`config.mk`:
```
export PLATFORM = sky130hd
export DESIGN_NAME = datapath_ctrl
export DESIGN_NICKNAME = d
export VERILOG_FILES = /design/src/rtl/datapath_ctrl.sv
export SDC_FILE = /design/constraint.sdc
export NUM_CORES = 1
export LEC_CHECK = 0
export CORE_MARGIN = 4
export CORE_UTILIZATION = 35
export CTS_CLUSTER_DIAMETER = 40
export DETAILED_ROUTE_END_ITERATION = 12
export HOLD_SLACK_MARGIN = 0.03
export PLACE_DENSITY_LB_ADDON = 0.08
export SYNTH_ARGS = -nofsm -noshare
export SYNTH_HDL_FRONTEND = slang
export SYNTH_SLANG_ARGS = --single-unit
```
`constraint.sdc`:
```
create_clock -name clk -period 1.8 [get_ports clk]
set_clock_uncertainty 0.2 [all_clocks]
set_input_delay 0.18 -clock clk [delete_from_list [all_inputs] [get_ports clk]]
set_output_delay 0.18 -clock clk [all_outputs]
set_load 0.05 [all_outputs]
```
`src/rtl/datapath_ctrl.sv`:
```
`default_nettype none
// +--------------------------------------------------------------------------+
// | Module      : datapath_ctrl                                              |
// | Description : Multi-cycle controller sequencing register file, ALU and   |
// |               pipeline registers for MOV/MVN/ADD/AND/CMP instructions.   |
// | Revision    : 1.0  initial release                                       |
// +--------------------------------------------------------------------------+
module datapath_ctrl (
    input  logic        clk,
    input  logic        reset,
    input  logic        start,
    input  logic [15:0] instr,
    output logic [2:0]  readnum,
    output logic [2:0]  writenum,
    output logic        write,
    output logic        loada,
    output logic        loadb,
    output logic        loadc,
    output logic        loads,
    output logic        asel,
    output logic        bsel,
    output logic        vsel,
    output logic [1:0]  shift,
    output logic [1:0]  ALUop,
    output logic [15:0] datapath_in,
    output logic        busy,
    output logic        done,
    output logic        illegal
);

    localparam logic [2:0] S_WAIT   = 3'd0;
    localparam logic [2:0] S_DECODE = 3'd1;
    localparam logic [2:0] S_WIMM   = 3'd2;
    localparam logic [2:0] S_GETA   = 3'd3;
    localparam logic [2:0] S_GETB   = 3'd4;
    localparam logic [2:0] S_EXEC   = 3'd5;
    localparam logic [2:0] S_WREG   = 3'd6;

    localparam logic [2:0] C_OPC_MOV = 3'b110;
    localparam logic [2:0] C_OPC_ALU = 3'b101;

    logic [2:0]  state_q, state_d;
    logic [15:0] ir_q, ir_d;

    logic [2:0] w_opcode;
    logic [1:0] w_op;
    logic [2:0] w_rn;
    logic [2:0] w_rd;
    logic [1:0] w_sh;
    logic [2:0] w_rm;
    logic       w_is_movi;
    logic       w_is_movr;
    logic       w_is_mvn;
    logic       w_is_cmp;
    logic       w_needs_a;

    assign w_opcode = ir_q[15:13];
    assign w_op     = ir_q[12:11];
    assign w_rn     = ir_q[10:8];
    assign w_rd     = ir_q[7:5];
    assign w_sh     = ir_q[4:3];
    assign w_rm     = ir_q[2:0];

    assign w_is_movi = (w_opcode == C_OPC_MOV) && (w_op == 2'b10);
    assign w_is_movr = (w_opcode == C_OPC_MOV) && (w_op == 2'b00);
    assign w_is_mvn  = (w_opcode == C_OPC_ALU) && (w_op == 2'b11);
    assign w_is_cmp  = (w_opcode == C_OPC_ALU) && (w_op == 2'b01);
    // ADD, CMP and AND are the only forms that read a first operand from Rn
    assign w_needs_a = (w_opcode == C_OPC_ALU) && (w_op != 2'b11);

    always_comb begin
        state_d = state_q;
        ir_d    = ir_q;
        case (state_q)
            S_WAIT: begin
                if (start) begin
                    ir_d    = instr;
                    state_d = S_DECODE;
                end
            end
            S_DECODE: begin
                if (w_is_movi)
                    state_d = S_WIMM;
                else if (w_is_movr || w_is_mvn)
                    state_d = S_GETB;
                else if (w_needs_a)
                    state_d = S_GETA;
                else
                    state_d = S_WAIT;
            end
            S_WIMM:  state_d = S_WAIT;
            S_GETA:  state_d = S_GETB;
            S_GETB:  state_d = S_EXEC;
            S_EXEC:  state_d = w_is_cmp ? S_WAIT : S_WREG;
            S_WREG:  state_d = S_WAIT;
            default: state_d = S_WAIT;
        endcase
    end

    always_ff @(posedge clk or posedge reset) begin
        if (reset) begin
            state_q <= S_WAIT;
            ir_q    <= 16'h0000;
        end else begin
            state_q <= state_d;
            ir_q    <= ir_d;
        end
    end

    // Reads zero while IR is cleared, so reset forces it low as well
    assign datapath_in = {{8{ir_q[7]}}, ir_q[7:0]};

    always_comb begin
        readnum  = 3'd0;
        writenum = 3'd0;
        write    = 1'b0;
        loada    = 1'b0;
        loadb    = 1'b0;
        loadc    = 1'b0;
        loads    = 1'b0;
        asel     = 1'b0;
        bsel     = 1'b0;
        vsel     = 1'b0;
        shift    = 2'b00;
        ALUop    = 2'b00;
        busy     = (state_q != S_WAIT);
        done     = 1'b0;
        illegal  = 1'b0;
        case (state_q)
            S_DECODE: begin
                illegal = !(w_is_movi || w_is_movr || w_is_mvn || w_needs_a);
            end
            S_WIMM: begin
                writenum = w_rn;
                vsel     = 1'b1;
                write    = 1'b1;
                done     = 1'b1;
            end
            S_GETA: begin
                readnum = w_rn;
                loada   = 1'b1;
            end
            S_GETB: begin
                readnum = w_rm;
                loadb   = 1'b1;
            end
            S_EXEC: begin
                shift = w_sh;
                ALUop = w_is_movr ? 2'b00 : w_op;
                asel  = (w_opcode == C_OPC_MOV) || w_is_mvn;
                if (w_is_cmp) begin
                    loads = 1'b1;
                    done  = 1'b1;
                end else begin
                    loadc = 1'b1;
                end
            end
            S_WREG: begin
                writenum = w_rd;
                write    = 1'b1;
                done     = 1'b1;
            end
            default: ;
        endcase
    end

endmodule
`default_nettype wire
```
# Word level (Yosys, flattened, before mapping)
# Cells that the tools add are included.
[totals]
ff_bits = 19
inputBits = 19
output_inout_bits = 37
[classes]
eq_ne = 13
n_mux = 22
reduce_logical = 16
[op_table]
columns = ["op", "n"]
rows = [
  ["$eq A3 B3 Y1 const B", 5],
  ["$pmux W3 S5", 1],
  ["$mux W3", 4],
  ["$pmux W3 S2", 2],
  ["$mux W1", 10],
  ["$mux W2", 4],
  ["$eq A3 B2 Y1 const B", 2],
  ["$logic_and A1 B1 Y1", 5],
  ["$logic_or A1 B1 Y1", 5],
  ["$eq A2 B2 Y1 const B", 2],
  ["$ne A2 B2 Y1 const B", 2],
  ["$eq A3 B1 Y1 const B", 1],
  ["$logic_not A3 Y1", 1],
  ["$reduce_bool A3 Y1", 1],
  ["$eq A2 B1 Y1 const B", 1],
  ["$logic_not A2 Y1", 1],
  ["$pmux W1 S2", 1],
  ["$reduce_and A2 Y1", 1],
  ["$reduce_or A2 Y1", 1],
  ["$logic_not A1 Y1", 1],
]

# Depth between registers and ports, before layout
[depth]
word_depth = 7
depth_mapped = 5
mapped_depth_nobuf = 3

# Worst setup path after synthesis
# Ideal clock, no wire load.
[synth_path]
path_kind = "register -> output"
from = "register state_q[0]"
to = "output port readnum[0]"
arrival_time_ps = 2469
t_required_ps = 1420
path_slack_ps = -1049
path_stages_with_launch = 4
path_buffers = 1
cell_sequence = "dfrtp_1 clkbuf_1 nor3b_1 a22o_1"
[synth_via]
elab_chain_cells = 2
elab_cells_between_ends = 3
[synth_rtl]
columns = ["element", "line_no", "rtl"]
rows = [
  ["start, declared", "42", "logic [2:0] state_q, state_d;"],
  ["start signal, assigned", "105", "state_q <= state_d;"],
  ["$eq A3 B3 Y1 or $eq A3 B2 Y1 (tied branches)", "129", "case (state_q)"],
  ["$pmux W3 S2 (*)", "129", ""],
  ["end, declared", "13", "output logic [2:0] readnum,"],
]
# Every way passes the cells marked *; elsewhere a longest branch is shown, timed or not.

# Final worst setup path
[layout_path]
from = "register state_q[1]"
to = "output port asel"
[layout_via]
elab_chain_cells = 2
[layout_rtl]
columns = ["element", "line_no", "rtl"]
rows = [
  ["$eq A3 B3 Y1", "129", ""],
  ["$mux W1", "129", ""],
  ["end, declared", "20", "output logic asel,"],
]
# Every way passes these cells.

==> impl_metrics.json <==
{
  "status": "complete, but fails checks",
  "regArea_um2": 477,
  "gp_congestion": 0.740,
  "peakVddDrop_v": 0.000980,
  "worstPathArrival_ns": 1.53,
  "antenna_left": 0,
  "cts_tree": "done",
  "rr_startpoint": "state_q[1]",
  "p_per_area_nw_per_um2": 2120,
  "grt_max_degree": 20,
  "via_per_inst": 4.84,
  "holdPathStages": 2,
  "finalNonFillerCells": 219,
  "ys.flop_type": "dfrtp_1",
  "synth_cell_types": 35,
  "dr.pass1.iters": 4,
  "startpoint": "state_q[1]",
  "grt_usage_pct": 14.4,
  "critPathRequiredTime_ns": 1.42,
  "endpoint_kind": "output pin",
  "cts_sinks": 19,
  "post-place-ws_ns": -0.0431,
  "fin_crit_sh_pct": 106,
  "syn_inst": 113,
  "core_area_um2": 3390,
  "hold_end": "ir_q[0]",
  "leakagePower_uw": 0.00102,
  "antenna_found_initial": 0,
  "ys_ff_latch": 19,
  "synth_area_um2": 1240,
  "seq_area_frac_synth_pct": 38.3,
  "worstHoldPathType": "primary input to register",
  "reg2reg_slack_ns": -0.08,
  "multiInputGateArea_um2": 726,
  "routed_wl_um": 3210,
  "diodes": 0,
  "grt_pass1_vias": 1046,
  "power.total_uw": 4930,
  "critPathLaunchType": "register",
  "dpl.cell_count": 202,
  "die_w_um": 67.5,
  "finalSetupViolations": 31,
  "drc": 0,
  "worst_slack_ns": -0.106,
  "port_buffers": 54,
  "rsz0062_at_grt": "yes",
  "finalHoldViolCount": 0,
  "hpwl_um": 2350,
  "syn2layout_area_growth_pct": 87.1,
  "die_h_um": 67.5,
  "reg2reg_depth": 5,
  "drv_slew": 0,
  "overflow": 0,
  "cts_root_buffer": "clkbuf_4",
  "fin_util_pct": 68.4,
  "worstHoldStart": "instr[0]",
  "post-route-min-period_ns": 1.91,
  "regToRegEndpoint": "ir_q[0]",
  "fillers": 238,
  "die_area_um2": 4560,
  "cts-buffers-inserted": 3,
  "drive_gt1_share_pct": 60.7,
  "ys_warn_count": 0,
  "cp_max_fo": 6,
  "cap_violations": 0,
  "avgSynthCellArea_um2": 11.0,
  "ctsHtreeMaxLevel": 1,
  "synthArstFlopShare_pct": 100,
  "drt_iter0_drc": 26,
  "clock_latency_ns": 0.30,
  "ctsLongestPathBuffers": 2,
  "syn_nets": 132,
  "ioPinCount": 56,
  "violations": "negative setup slack",
  "max_freq_mhz": 525,
  "synth-edff-count": 0,
  "rows": 21,
  "wl_per_cell_um": 14.6,
  "clk_pin_slew_ns": 0.12,
  "start_util_pct": 36.6,
  "nNetsFinal": 193,
  "grt_pass1_wl_um": 4860,
  "criticalPathCategory": "register to output pin",
  "vias": 1059,
  "final.setup.tns_ns": -1.75
}
==> report_power, final <==
part | total (uW) | internal, uW | leakage [uW] | switching [uW]
Combinational | 3860 | 1870 | 0.000782 | 2000
Clock | 229 | 86.4 | 0.0000150 | 143
Sequential | 837 | 646 | 0.000226 | 192
==> state kept, by name, summed over array words and instances (netlist names) <==
name,flops
ir_q,16
state_q,3
==> logic make-up (layout without fill, tap and decap cells) <==
logic type      after synthesis  count (layout)  share of synthesized area (%)
simple gates                 36              36                           19.2
buf+inv                      24              84                           14.3
mux                          19              19                           20.0
flops                        19              19                           38.3
compound gates               13              13                           7.16
other cells                   1               1                          0.302
xor+xnor                      1               1                          0.706
==> timing repair <==
action	4_1_cts	5_1_grt
endpoints found under the hold margin	19	0
setup endpoints to repair	31	26
gates resized for setup	18	17
setup buffers	10	2
pin swaps	8	5
hold buffers	1	0
==> cells in the final DEF, fill, tap and decap left out, drive strengths merged <==
| cell type | netlist | layout |
|---|---|---|
| and3 | 1 | 1 |
| nor2 | 9 | 9 |
| or3 | 1 | 1 |
| and3b | 3 | 3 |
| nand2 | 2 | 2 |
| inv | 3 | 3 |
| clkbuf | 1 | 4 |
| conb | 1 | 1 |
| mux2i | 3 | 3 |
| a22o | 3 | 3 |
| and4b | 1 | 1 |
| nor3 | 3 | 3 |
| xor2 | 1 | 1 |
| a21boi | 1 | 1 |
| a221oi | 1 | 1 |
| buf | 20 | 58 |
| a41oi | 1 | 1 |
| or2 | 1 | 1 |
| o21bai | 1 | 1 |
| nand3b | 2 | 2 |
| nand2b | 4 | 4 |
| nand4b | 1 | 1 |
| dfrtp | 19 | 19 |
| clkdlybuf4s50 | 0 | 18 |
| nor4b | 1 | 1 |
| dlygate4sd3 | 0 | 1 |
| nor3b | 2 | 2 |
| o21ai | 5 | 5 |
| mux2 | 16 | 16 |
| and2 | 5 | 5 |
| a21oi | 1 | 1 |
==> cell usage after synthesis, drive strengths merged (2+ instances only) <==
master | n | area share [%]
buf | 20 | 13
dfrtp | 19 | 38
mux2 | 16 | 18
nor2 | 9 | 4.0
and2 | 5 | 2.5
o21ai | 5 | 2.0
nand2b | 4 | 2.0
a22o | 3 | 2.1
and3b | 3 | 2.2
inv | 3 | 0.91
mux2i | 3 | 2.4
nor3 | 3 | 1.2
nand2 | 2 | 0.61
nand3b | 2 | 1.2
nor3b | 2 | 1.2
==> per-layer routing <==
layer | GRT usage [%] | up-vias | part of all wire (%)
met4 | 6.08 | 0 | 1.4
met1 | 16.3 | 516 | 37
met2 | 25.9 | 43 | 54
met3 | 3.00 | 5 | 7.9
li1 | - | 495 | -
met5 | 0 | - | 0
==> critical path: stages (launching register included) <==
cell     delay [ns]
dfrtp_1        0.42
buf_6          0.15
and3b_2        0.32
and3_4         0.21
buf_12         0.13
==> stage by stage <==
stage	instance area (um^2)	hold WS (ns)
2_1_floorplan	1300	-0.0689
3_3_place_gp	2060	0.315
3_5_place_dp	2060	0.333
4_1_cts	2240	0.272
5_1_grt	2320	0.275
6_report	2320	0.279
==> how the worst max path moves through the flow <==
stage                       endpoint
final                           asel
after global routing            asel
after CTS                 readnum[0]
after detailed placement    ir_q[11]
after global placement       ir_q[1]
after floorplan           readnum[0]
==> area by class of cell <==
cell class	count	area share, %
tap	46	2.48
timing repair buffer	77	44.1
inverter	3	0.485
clock buffer	4	1.13
multi-input combinational	70	31.3
sequential	19	20.6
No activity file was read; power rests on OpenSTA's default activity.
